`config.mk`:
```
export PLATFORM = sky130hd
export DESIGN_NAME = alu_exec_unit
export DESIGN_NICKNAME = d
export VERILOG_FILES = /design/src/rtl/alu_exec_unit.sv
export SDC_FILE = /design/constraint.sdc
export NUM_CORES = 1
export LEC_CHECK = 0
export CAP_MARGIN = 25
export CORE_ASPECT_RATIO = 2
export CORE_MARGIN = 5
export CORE_UTILIZATION = 35
export CTS_CLUSTER_DIAMETER = 30
export DETAILED_ROUTE_END_ITERATION = 8
export GPL_ROUTABILITY_DRIVEN = 1
export GPL_TIMING_DRIVEN = 0
export PLACE_DENSITY = 0.63
export SETUP_SLACK_MARGIN = 0.05
export SLEW_MARGIN = 10
export SYNTH_ARGS = -nofsm -noshare
export SYNTH_HDL_FRONTEND = slang
export SYNTH_SLANG_ARGS = --single-unit
```
`constraint.sdc`:
```
create_clock -name clk -period 16.13 [get_ports clk]
set_input_delay 3.226 -clock clk [delete_from_list [all_inputs] [get_ports clk]]
set_output_delay 3.226 -clock clk [all_outputs]
set_load 0.01 [all_outputs]
```
`src/rtl/alu_exec_unit.sv`:
```
// Execute stage: opcode/funct decode to a 4-bit ALU control code, single-cycle ALU,
// and an iterative multiply/divide that writes the architectural HI/LO pair.
`timescale 1ns/1ps
module alu_exec_unit #(
    parameter  int WIDTH = 32,
    localparam int CNT_W = $clog2(WIDTH) + 1
) (
    input  logic             clk,
    input  logic             rst,
    input  logic             in_valid,
    output logic             in_ready,
    input  logic [5:0]       opcode,
    input  logic [5:0]       funct,
    input  logic [WIDTH-1:0] op_a,
    input  logic [WIDTH-1:0] op_b,
    output logic             out_valid,
    output logic [WIDTH-1:0] out_result,
    output logic [3:0]       out_cntl,
    output logic             out_ovf,
    output logic             out_branch,
    output logic             out_illegal,
    output logic [WIDTH-1:0] hi,
    output logic [WIDTH-1:0] lo,
    output logic [1:0]       dbg_state
);

    // Handshake: an operation is taken on a rising edge where in_valid && in_ready;
    // in_ready is high only in IDLE, and nothing presented while it is low is kept.
    typedef enum logic [1:0] {IDLE = 2'd0, MUL = 2'd1, DIV = 2'd2, FIX = 2'd3} state_t;

    localparam logic [3:0] C_AND  = 4'b0000, C_OR   = 4'b0001, C_ADD  = 4'b0010;
    localparam logic [3:0] C_XOR  = 4'b0011, C_SUB  = 4'b0110, C_BNE  = 4'b0111;
    localparam logic [3:0] C_NOR  = 4'b1100, C_SLT  = 4'b1101, C_SLTU = 4'b1110;
    localparam logic [3:0] C_MFHI = 4'b1000, C_MFLO = 4'b1001, C_MULT = 4'b0100;
    localparam logic [3:0] C_DIV  = 4'b0101, C_ILL  = 4'b1111;

    state_t state, state_next;

    logic [3:0]       dec_cntl;
    logic             dec_ill, dec_ovf_en, dec_beq, dec_mul, dec_div, dec_signed;
    logic             accept, last_iter;
    logic [WIDTH-1:0] sum, diff, alu_result, a_mag, b_mag;
    logic             add_ovf, sub_ovf, alu_ovf, alu_branch;

    logic [WIDTH-1:0] work_hi, work_lo, mcand, hi_q, lo_q;
    logic [CNT_W-1:0] cnt;
    logic             md_div, neg_q, neg_r, div0;
    logic [WIDTH:0]   mul_sum, div_shift;
    logic [WIDTH-1:0] div_rem;
    logic             div_ge;
    logic [2*WIDTH-1:0] prod, prod_fix;
    logic [WIDTH-1:0] fix_hi, fix_lo;

    logic             out_valid_q, out_ovf_q, out_branch_q, out_illegal_q;
    logic [WIDTH-1:0] out_result_q;
    logic [3:0]       out_cntl_q;

    always_comb begin
        dec_cntl   = C_ILL;
        dec_ill    = 1'b0;
        dec_ovf_en = 1'b0;
        dec_beq    = 1'b0;
        dec_mul    = 1'b0;
        dec_div    = 1'b0;
        dec_signed = 1'b0;
        if (opcode == 6'b000000) begin
            case (funct)
                6'b100100: dec_cntl = C_AND;
                6'b100101: dec_cntl = C_OR;
                6'b100000: begin dec_cntl = C_ADD; dec_ovf_en = 1'b1; end
                6'b100001: dec_cntl = C_ADD;
                6'b100010: begin dec_cntl = C_SUB; dec_ovf_en = 1'b1; end
                6'b100011: dec_cntl = C_SUB;
                6'b100110: dec_cntl = C_XOR;
                6'b100111: dec_cntl = C_NOR;
                6'b101010: dec_cntl = C_SLT;
                6'b101011: dec_cntl = C_SLTU;
                6'b010000: dec_cntl = C_MFHI;
                6'b010010: dec_cntl = C_MFLO;
                6'b011000: begin dec_cntl = C_MULT; dec_mul = 1'b1; dec_signed = 1'b1; end
                6'b011001: begin dec_cntl = C_MULT; dec_mul = 1'b1; end
                6'b011010: begin dec_cntl = C_DIV; dec_div = 1'b1; dec_signed = 1'b1; end
                6'b011011: begin dec_cntl = C_DIV; dec_div = 1'b1; end
                default:   dec_ill = 1'b1;
            endcase
        end else begin
            case (opcode)
                6'b001000: begin dec_cntl = C_ADD; dec_ovf_en = 1'b1; end
                6'b001001: dec_cntl = C_ADD;
                6'b001100: dec_cntl = C_AND;
                6'b001101: dec_cntl = C_OR;
                6'b100011: dec_cntl = C_ADD;
                6'b101011: dec_cntl = C_ADD;
                6'b000100: begin dec_cntl = C_SUB; dec_beq = 1'b1; end
                6'b000101: dec_cntl = C_BNE;
                6'b001010: dec_cntl = C_SLT;
                6'b001011: dec_cntl = C_SLTU;
                default:   dec_ill = 1'b1;
            endcase
        end
    end

    always_comb begin
        sum     = op_a + op_b;
        diff    = op_a - op_b;
        add_ovf = (op_a[WIDTH-1] == op_b[WIDTH-1]) && (sum[WIDTH-1] != op_a[WIDTH-1]);
        sub_ovf = (op_a[WIDTH-1] != op_b[WIDTH-1]) && (diff[WIDTH-1] != op_a[WIDTH-1]);
        alu_ovf = dec_ovf_en && ((dec_cntl == C_ADD) ? add_ovf : sub_ovf);
        alu_branch = dec_beq ? (op_a == op_b) : ((dec_cntl == C_BNE) && (op_a != op_b));
        case (dec_cntl)
            C_AND:   alu_result = op_a & op_b;
            C_OR:    alu_result = op_a | op_b;
            C_ADD:   alu_result = sum;
            C_XOR:   alu_result = op_a ^ op_b;
            C_SUB:   alu_result = diff;
            C_BNE:   alu_result = {{(WIDTH-1){1'b0}}, op_a != op_b};
            C_NOR:   alu_result = ~(op_a | op_b);
            C_SLT:   alu_result = {{(WIDTH-1){1'b0}}, $signed(op_a) < $signed(op_b)};
            C_SLTU:  alu_result = {{(WIDTH-1){1'b0}}, op_a < op_b};
            C_MFHI:  alu_result = hi_q;
            C_MFLO:  alu_result = lo_q;
            default: alu_result = '0;
        endcase
        a_mag = (dec_signed && op_a[WIDTH-1]) ? -op_a : op_a;
        b_mag = (dec_signed && op_b[WIDTH-1]) ? -op_b : op_b;
    end

    assign in_ready  = (state == IDLE);
    assign accept    = in_valid && in_ready;
    assign last_iter = ((state == MUL) || (state == DIV)) && (cnt == CNT_W'(1));

    always_comb begin
        state_next = state;
        case (state)
            IDLE: begin
                if (accept && dec_mul) state_next = MUL;
                else if (accept && dec_div) state_next = DIV;
            end
            MUL, DIV: if (cnt == CNT_W'(1)) state_next = FIX;
            FIX: state_next = IDLE;
            default: state_next = IDLE;
        endcase
    end

    // One shift-add or restoring-subtract step per cycle on operand magnitudes.
    always_comb begin
        mul_sum   = {1'b0, work_hi} + {1'b0, (work_lo[0] ? mcand : '0)};
        div_shift = {work_hi, work_lo[WIDTH-1]};
        div_ge    = (div_shift >= {1'b0, mcand});
        div_rem   = div_shift[WIDTH-1:0] - mcand;
        prod      = {work_hi, work_lo};
        prod_fix  = neg_q ? -prod : prod;
        if (md_div) begin
            fix_lo = div0 ? '1 : (neg_q ? -work_lo : work_lo);
            fix_hi = neg_r ? -work_hi : work_hi;
        end else begin
            fix_hi = prod_fix[2*WIDTH-1:WIDTH];
            fix_lo = prod_fix[WIDTH-1:0];
        end
    end

    always_ff @(posedge clk or posedge rst) begin
        if (rst) state <= IDLE;
        else     state <= state_next;
    end

    always_ff @(posedge clk or posedge rst) begin
        if (rst) begin
            work_hi <= '0; work_lo <= '0; mcand <= '0; cnt <= '0;
            md_div <= 1'b0; neg_q <= 1'b0; neg_r <= 1'b0; div0 <= 1'b0;
            hi_q <= '0; lo_q <= '0;
            out_valid_q <= 1'b0; out_result_q <= '0; out_cntl_q <= '0;
            out_ovf_q <= 1'b0; out_branch_q <= 1'b0; out_illegal_q <= 1'b0;
        end else begin
            out_valid_q <= 1'b0;
            case (state)
                IDLE: begin
                    if (accept && (dec_mul || dec_div)) begin
                        cnt     <= CNT_W'(WIDTH);
                        md_div  <= dec_div;
                        neg_q   <= dec_signed && (op_a[WIDTH-1] ^ op_b[WIDTH-1]);
                        neg_r   <= dec_signed && op_a[WIDTH-1];
                        div0    <= (op_b == '0);
                        work_hi <= '0;
                        work_lo <= dec_div ? a_mag : b_mag;
                        mcand   <= dec_div ? b_mag : a_mag;
                    end else if (accept) begin
                        out_valid_q   <= 1'b1;
                        out_result_q  <= alu_result;
                        out_cntl_q    <= dec_cntl;
                        out_ovf_q     <= alu_ovf;
                        out_branch_q  <= alu_branch;
                        out_illegal_q <= dec_ill;
                    end
                end
                MUL: begin
                    work_hi <= mul_sum[WIDTH:1];
                    work_lo <= {mul_sum[0], work_lo[WIDTH-1:1]};
                    cnt     <= cnt - CNT_W'(1);
                end
                DIV: begin
                    work_hi <= div_ge ? div_rem : div_shift[WIDTH-1:0];
                    work_lo <= {work_lo[WIDTH-2:0], div_ge};
                    cnt     <= cnt - CNT_W'(1);
                end
                FIX: begin
                    hi_q <= fix_hi;
                    lo_q <= fix_lo;
                end
                default: ;
            endcase
            // The completion pulse is registered on the last step so it coincides with FIX.
            if (last_iter) begin
                out_valid_q   <= 1'b1;
                out_result_q  <= '0;
                out_cntl_q    <= md_div ? C_DIV : C_MULT;
                out_ovf_q     <= 1'b0;
                out_branch_q  <= 1'b0;
                out_illegal_q <= 1'b0;
            end
        end
    end

    // During FIX the new HI/LO are already visible alongside the out_valid pulse.
    assign hi          = (state == FIX) ? fix_hi : hi_q;
    assign lo          = (state == FIX) ? fix_lo : lo_q;
    assign out_valid   = out_valid_q;
    assign out_result  = out_result_q;
    assign out_cntl    = out_cntl_q;
    assign out_ovf     = out_ovf_q;
    assign out_branch  = out_branch_q;
    assign out_illegal = out_illegal_q;
    assign dbg_state   = state;

endmodule

```
==> summary.md, run 1 <==
| Metric | Value |
|---|---|
| Result of the run | `finished, final reports clean` |
| First-pass detailed-route iteration total | `6` |
| Antenna violations before repair | `6` |
| Worst Clk Skew | `around 0.024 ns` |
| CTS tree | `done` |
| Routed Antenna Nets | `0` |
| Number of hold buffers added after cts | `0` |
| Synth Register Bits | `about 210` |
| Hold slack final | `roughly 0.48 ns` |
| Total via count after detailed routing | `~24000` |
| Fin. max-slew vios | `0` |
| Highest-delay cell along the critical path | `sky130_fd_sc_hd__buf_1` |
| Number of nets produced by synthesis | `between 3000 and 4000` |
| Unrepaired setup endpoints after global routing | `false` |
| Worst setup path class | `reg2out` |
| Insertion delay of the later-clocked pin in the worst-skew pair | `0.55 ns` |
| Max-cap violations | `0` |
| Number of cells produced by synthesis | `2811` |
| Global-route total usage across every layer | `32.2%` |
| HP Class | `reg2reg` |
| Critical register-to-register path startpoint | `work_lo[0]$_DFFE_PP0P_` |
| Fill cell total of the finished layout | `6432` |
| Number of sinks driven by the clock tree | `between 200 and 250` |
| Fmax | `~110 MHz` |
| Setup slack after placement | `around 7.6 ns` |
| Number of CTS-inserted buffers | `34` |
| Pin count of the biggest net entering global routing | `97` |
| Most frequent CP cell | `sky130_fd_sc_hd__a21oi_1` |
| Overall die height | `about 360 um` |
| Post-route setup TNS | `0 ns` |
| Maximum VDD drop | `0.0653 mV` |
| Buffers from clock root to sink, at most | `3` |
| # Post-CTS Setup Buffers | `0` |
| Cell-by-cell trace of the critical path | `inv_1, buf_1, ha_1, nand2_1, or4_4, o21ai_1, buf_2, a21oi_1, xnor2_1, a21oi_1, clkdlybuf4s50_1` |
| Count of port buffers added during placement | `roughly 180` |
| Full die area | `between 60000 and 70000 um^2` |
| Post_cts resized | `0` |
| Most area-consuming cells after synthesis | `sky130_fd_sc_hd__dfrtp_1 (24%), sky130_fd_sc_hd__ha_1 (10%), sky130_fd_sc_hd__nor2_1 (5.7%)` |
| Fraction of final layout cells sized beyond drive strength 1 | `roughly 4.7%` |
| Vias/cell | `roughly 6.2` |
| Critical path data required time | `~13 ns` |
| Remaining DRCs | `0` |
| Critical path fanouts, max | `10` |
| Start point of the critical path | `work_lo[0]$_DFFE_PP0P_` |
| Endpoint class of the critical path | `output pin` |
| Yosys warning total | `0` |
| Worst EP arrival | `between 6 and 7 ns` |
| Largest area contributor in the synthesized netlist | `sky130_fd_sc_hd__dfrtp_1` |
| Worst hold path startpoint | `out_result[29]$_DFFE_PP0P_` |
| Register cell area after layout | `between 5000 and 6000 um^2` |
| Die W | `roughly 190 um` |
| Routed Wire Length | `between 100 and 150 mm` |
| Clock root buffer | `sky130_fd_sc_hd__clkbuf_16` |
| Standby leakage power | `between 10 and 15 nW` |
| Post-DP HPWL | `roughly 95 mm` |
| Vias in the first global route | `between 20000 and 25000` |
| Critical Path Source Type | `register` |
| Clock slew at reported path FFs | `0.06 ns` |
| Number of endpoints failing setup at the final stage | `0` |
| Multi-input gate area in the final layout | `15300 um^2` |
| Number of hold violations in the final report | `0` |
| Total congestion overflow | `0` |
| Actual transition at the worst max-transition pin | `between 1 and 1.5 ns` |
| Post-layout worst setup margin | `6.89 ns` |
| Cell area after layout | `approximately 26000 um^2` |
| Routability-driven placement congestion ratio | `~1.1` |
| Number of enable-type register cells in the synthesized netlist | `0` |
| Sequential-to-total area share from yosys stat | `approximately 24%` |
| Area of the mapped netlist | `21800 um^2` |
| Net count, final | `3309` |
| Slew Limit Headroom | `about a fifth` |
| Final cycle utilization of the critical path | `a little under three fifths` |
| Mean routed wirelength per cell | `a little under 30 um` |
| Count of distinct cell types in the synthesized netlist | `83` |
| CTS H-tree lvls | `2` |
| Ports | `approximately 190` |
| Area growth syn-to-layout | `19.2%` |
| Synthesized area divided by synthesized cell count | `between 7 and 8 um^2` |
| Initial DRC Count | `~2300` |
| # rows | `about 130` |
| Crit path largest cell delay | `0.74 ns` |
| Wire length of the first global-routing pass | `roughly 160 mm` |
| Crit path time final | `between 9 and 10 ns` |
| Cell area after placement | `24800 um^2` |
| Post-synth top area share | `24.3%` |
| Utilization of the core after routing | `between 40% and 50%` |
| Top FF cell, synth | `sky130_fd_sc_hd__dfrtp_1` |
| Total power per unit cell area | `106 nW/um^2` |
| Post-synth ARST share | `100%` |
| Initial Util | `around a third` |
| Core Box Area | `about 62000 um^2` |
## worst max-delay path: cells and delay by family, from the launching register on
kind	cells	cell delay (ns)
buffers and inverters	4	2.29
AO/OA/AOI/OAI	3	1.13
AND/OR/NAND/NOR	2	0.99
flip-flops	1	0.46
adder cells (fa/ha/maj)	1	0.35
XOR/XNOR	1	0.23
## cells in the mapped netlist (all sizes together) (9+ instances only)
library cell  number
nor3              59
o22ai             13
a222oi            16
o21ai            198
xor2              73
xnor2            121
a211oi            26
a221o             29
a21o              38
clkbuf           146
nand4             31
nand2            238
o221ai            11
buf               24
ha               183
o21a              18
nor2             332
nor3b             11
nor4              33
a22o              22
o31ai             45
nand2b            20
or3               26
o211ai            35
a21oi            212
and2              12
a31oi             26
a221oi            36
mux2i             72
or4               25
nor2b             26
nand3             51
o41ai             18
inv              152
dfrtp            212
a22oi             37
o31a               9
mux2              25
o21bai            20
a21boi            12
and3              21
## logic make-up (layout without fill, tap and decap cells)
family / after synthesis / after routing / share of synthesized area (%)
multiplexers: 97 / 97 / 4.59
AO/OA/AOI/OAI: 890 / 890 / 27.4
other: 0 / 6 / 0
XOR/XNOR: 194 / 194 / 7.78
flip-flops: 212 / 212 / 24.3
adder cells (fa/ha/maj): 187 / 187 / 10.8
buffers and inverters: 323 / 579 / 5.66
AND/OR/NAND/NOR: 908 / 908 / 19.5
## registers in the layout (all words and copies together) (netlist names)
name,cells
cnt,6
dbg_state,2
div0,1
hi_q,32
lo_q,32
mcand,32
md_div,1
neg_q,1
neg_r,1
out_branch,1
out_cntl,4
out_illegal,1
out_ovf,1
out_result,32
out_valid,1
work_hi,32
work_lo,32
## placed cells by master, fill, tap and decap left out, types with 25 or more instances in the layout
cell type / n
sky130_fd_sc_hd__a211oi_1: 26
sky130_fd_sc_hd__a21o_1: 38
sky130_fd_sc_hd__a21oi_1: 212
sky130_fd_sc_hd__a221o_1: 29
sky130_fd_sc_hd__a221oi_1: 36
sky130_fd_sc_hd__a22oi_1: 37
sky130_fd_sc_hd__a31oi_1: 25
sky130_fd_sc_hd__clkbuf_1: 147
sky130_fd_sc_hd__clkbuf_16: 35
sky130_fd_sc_hd__clkdlybuf4s50_1: 181
sky130_fd_sc_hd__dfrtp_1: 212
sky130_fd_sc_hd__ha_1: 183
sky130_fd_sc_hd__inv_1: 151
sky130_fd_sc_hd__mux2_2: 25
sky130_fd_sc_hd__mux2i_1: 72
sky130_fd_sc_hd__nand2_1: 238
sky130_fd_sc_hd__nand3_1: 51
sky130_fd_sc_hd__nand4_1: 31
sky130_fd_sc_hd__nor2_1: 332
sky130_fd_sc_hd__nor2b_1: 26
sky130_fd_sc_hd__nor3_1: 59
sky130_fd_sc_hd__o211ai_1: 35
sky130_fd_sc_hd__o21ai_0: 194
sky130_fd_sc_hd__o31ai_1: 43
sky130_fd_sc_hd__or3_1: 26
sky130_fd_sc_hd__xnor2_1: 121
sky130_fd_sc_hd__xor2_1: 73
## area by class of cell
cell class	instances	share of cell area (%)
multi-input cells	2276	58.9
clock inverters	19	0.937
inverters	153	2.23
clock buffers	41	3.57
flip-flops and latches	212	20.4
well taps	786	3.78
plain buffers	170	2.54
diodes	6	0.0577
repair buffers	196	7.57
## report_power, final
group	internal (mW)	switching [mW]	total [mW]	leakage, nW
logic	0.480	0.732	1.21	7.87
registers	0.610	0.158	0.768	2.63
clock network	0.480	0.306	0.786	0.559
total	1.57	1.20	2.77	11.1
## worst paths after layout
kind | to | slack, ns | depth (start not counted)
setup / recovery | hi[4] | 6.89 | 11
hold reg to reg | out_result[29]$_DFFE_PP0P_ | 0.48 | 2
setup reg to reg | work_hi[30]$_DFFE_PP0P_ | 10.31 | 13
min in group asynchronous | out_result[10]$_DFFE_PP0P_ | 3.09 | 2
max in group asynchronous | work_hi[29]$_DFFE_PP0P_ | 11.79 | 4
hold / removal | out_result[29]$_DFFE_PP0P_ | 0.48 | 2
## stage by stage
| step | instances | total power, mW |
|---|---|---|
| after floorplan | 2811 | 1.55 |
| after global placement | 3778 | 1.94 |
| after detailed placement | 3791 | 1.95 |
| after CTS | 3851 | 2.74 |
| after global routing | 3853 | 2.89 |
| final | 3859 | 2.77 |
## routing by layer
metal | global-route usage (%) | share of wire, % | wire [um] | vias up
met5 | 0 | 0 | 0 | -
met4 | 33.6 | 13 | 15000 | 0
met3 | 4.67 | 5.5 | 6320 | 495
met2 | 57.2 | 50 | 56900 | 1227
met1 | 30.3 | 32 | 36400 | 11500
li1 | - | - | - | 10800
(Power assumes the default switching activity.)
==> inputs of run 2 (changes only) <==
Clock period 16.13 ns to 9.03 ns, I/O delays scaled along.
==> results of run 2 <==
Same layout as run 1 (identical final DEF). Status: finished, final reports clean.
Main changes from that run: setup slack after placement 7.61 ns -> 1.93 ns; setup slack after layout 6.89 ns -> 1.21 ns; register-to-register setup slack 10.31 ns -> 3.21 ns; total power 2.77 mW -> 4.94 mW; worst IR drop on VDD 0.0653 mV -> 0.117 mV
==> variant: new RTL, config.mk and constraints of run 2 <==
Set the parameter `WIDTH` to 16 (it was 32).
--- a/src/rtl/alu_exec_unit.sv
+++ b/src/rtl/alu_exec_unit.sv
@@ -2,7 +2,7 @@
 // and an iterative multiply/divide that writes the architectural HI/LO pair.
 `timescale 1ns/1ps
 module alu_exec_unit #(
-    parameter  int WIDTH = 32,
+    parameter  int WIDTH = 16,
     localparam int CNT_W = $clog2(WIDTH) + 1
 ) (
     input  logic             clk,
Ports: changed (5 resized); port bits go from 186 to 106. The function was not compared with the original's and may differ.
==> variant against run 2 <==
Register-to-register slack improved by 1.8 ns. Wire length fell by 58%. Synthesized area fell by 50%. Sequential cell count fell by 97. Hold slack improved by 0.0079 ns. Design area fell by 50%. Via count fell by 53%. Maximum frequency rose by 32%. Largest cell class unchanged. Highest routed layer unchanged. Largest power group unchanged. Power fell by 27%. Setup slack improved by 1.9 ns. Critical endpoint is now out_result[6]. Global-route usage fell by 5.2 points. Clock skew fell by 0.017 ns.
==> variant: results (changes against run 2) <==
* Status: finished clean
* Wire length per cell at 25.16 um (-15%)
* R2r setup slk at 5.01 ns (+1.80 ns)
* I/O Buffers at 103 (-43%)
* Cells on worst reg2reg path at 11 (-2)
* Tot GR Track Use at 0.2700 (-0.05172)
* First-pass GRT wire length at 69960 um (-57%)
* Total nets after synthesis at 1532 (-50%)
* Vias at 11.33k (-53%)
* Nets at 1657 (-50%)
* Multi-In Gates at 1115 (-51%)
* Arr. time, crit path at 6.22 ns (+0.20 ns)
* Peak supply drop at 0.1368 mV (+17%)
* Number of global-route vias before repair at 11.51k (-52%)
* Diode count at 0 (-6)
* Iteration-0 DRC Markers at 890 (-61%)
* Sequential-to-total area share from yosys stat at 0.2646 (+0.02167)
* CLK BUF at 17 (-59%)
* H-tree depth at 4 (+2)
* Yosys reg bits at 115 (-46%)
* Top cells by area, synth: dfrtp_1 (26%), ha_1 (10%), o21ai_0 (5.8%), a21oi_1 (5.1%), xnor2_1 (4.8%)
* Worst Skew at 0.007419 ns (-0.01674 ns)
* Clk tree area frac at 0.04829 (+0.003259)
* HPWL Detailed at 39430 um (-59%)
* Setup crit start: opcode[4]
* Largest net degree at the start of global routing at 80 (-18%)
## variant: cell types whose count changed after synthesis, moves of 62 or more
cell      before  now
ha_1         183   91
clkbuf_1     144   72
dfrtp_1      212  115
nand2_1      238  136
nor2_1       332  128
o21ai_0      194  125
a21oi_1      212  111
xnor2_1      121   59
inv_1        152   78
## variant: routing by layer
metal | vias to the layer above | track usage | part of all wire
li1 | 5296 | - | -
met1 | 5462 | 0.2439 | 0.32
met2 | 420 | 0.5169 | 0.55
met3 | 155 | 0.03084 | 0.034
met4 | 0 | 0.2305 | 0.10
met5 | - | 0 | 0
## variant: worst max-delay path, cell delays in order
cell and delay (ns):
clkdlybuf4s50_1 0.57, or4_1 0.52, buf_2 0.17, nor2_2 0.13, o21ai_2 0.16, o32ai_1 0.40
clkbuf_1 0.57, nor3_1 0.30, clkbuf_1 0.38, a22oi_1 0.23, o211ai_1 0.10, a2111oi_0 0.76
o21ai_1 0.10
## variant: cell families after synthesis
group | Yosys count | synth area share
AOI/OAI and AO/OA | 474 | 0.2833
xor gates and xnor gates | 89 | 0.07166
adders and majority gates | 95 | 0.1120
buffers and inverters | 160 | 0.05602
DFF | 115 | 0.2646
muxes | 32 | 0.03083
and+or+nand+nor | 425 | 0.1816
## variant: power by group
group	total (mW)	switching, mW	internal (mW)
clock	0.753	0.289	0.464
combinational	1.98	1.18	0.801
sequential	0.859	0.195	0.663
## variant: stage by stage
step	worst slack (ns)	total power, mW	instances	instance area, um2	util
2_1_floorplan	4.180	2.052	1390	10880	-
3_3_place_gp	2.243	2.806	1865	12370	0.4025
3_5_place_dp	2.667	2.832	1867	12420	0.4041
4_1_cts	3.125	3.586	1899	13050	0.4246
5_1_grt	2.948	3.806	1900	13060	0.4248
6_report	3.102	3.596	1900	13060	0.4248
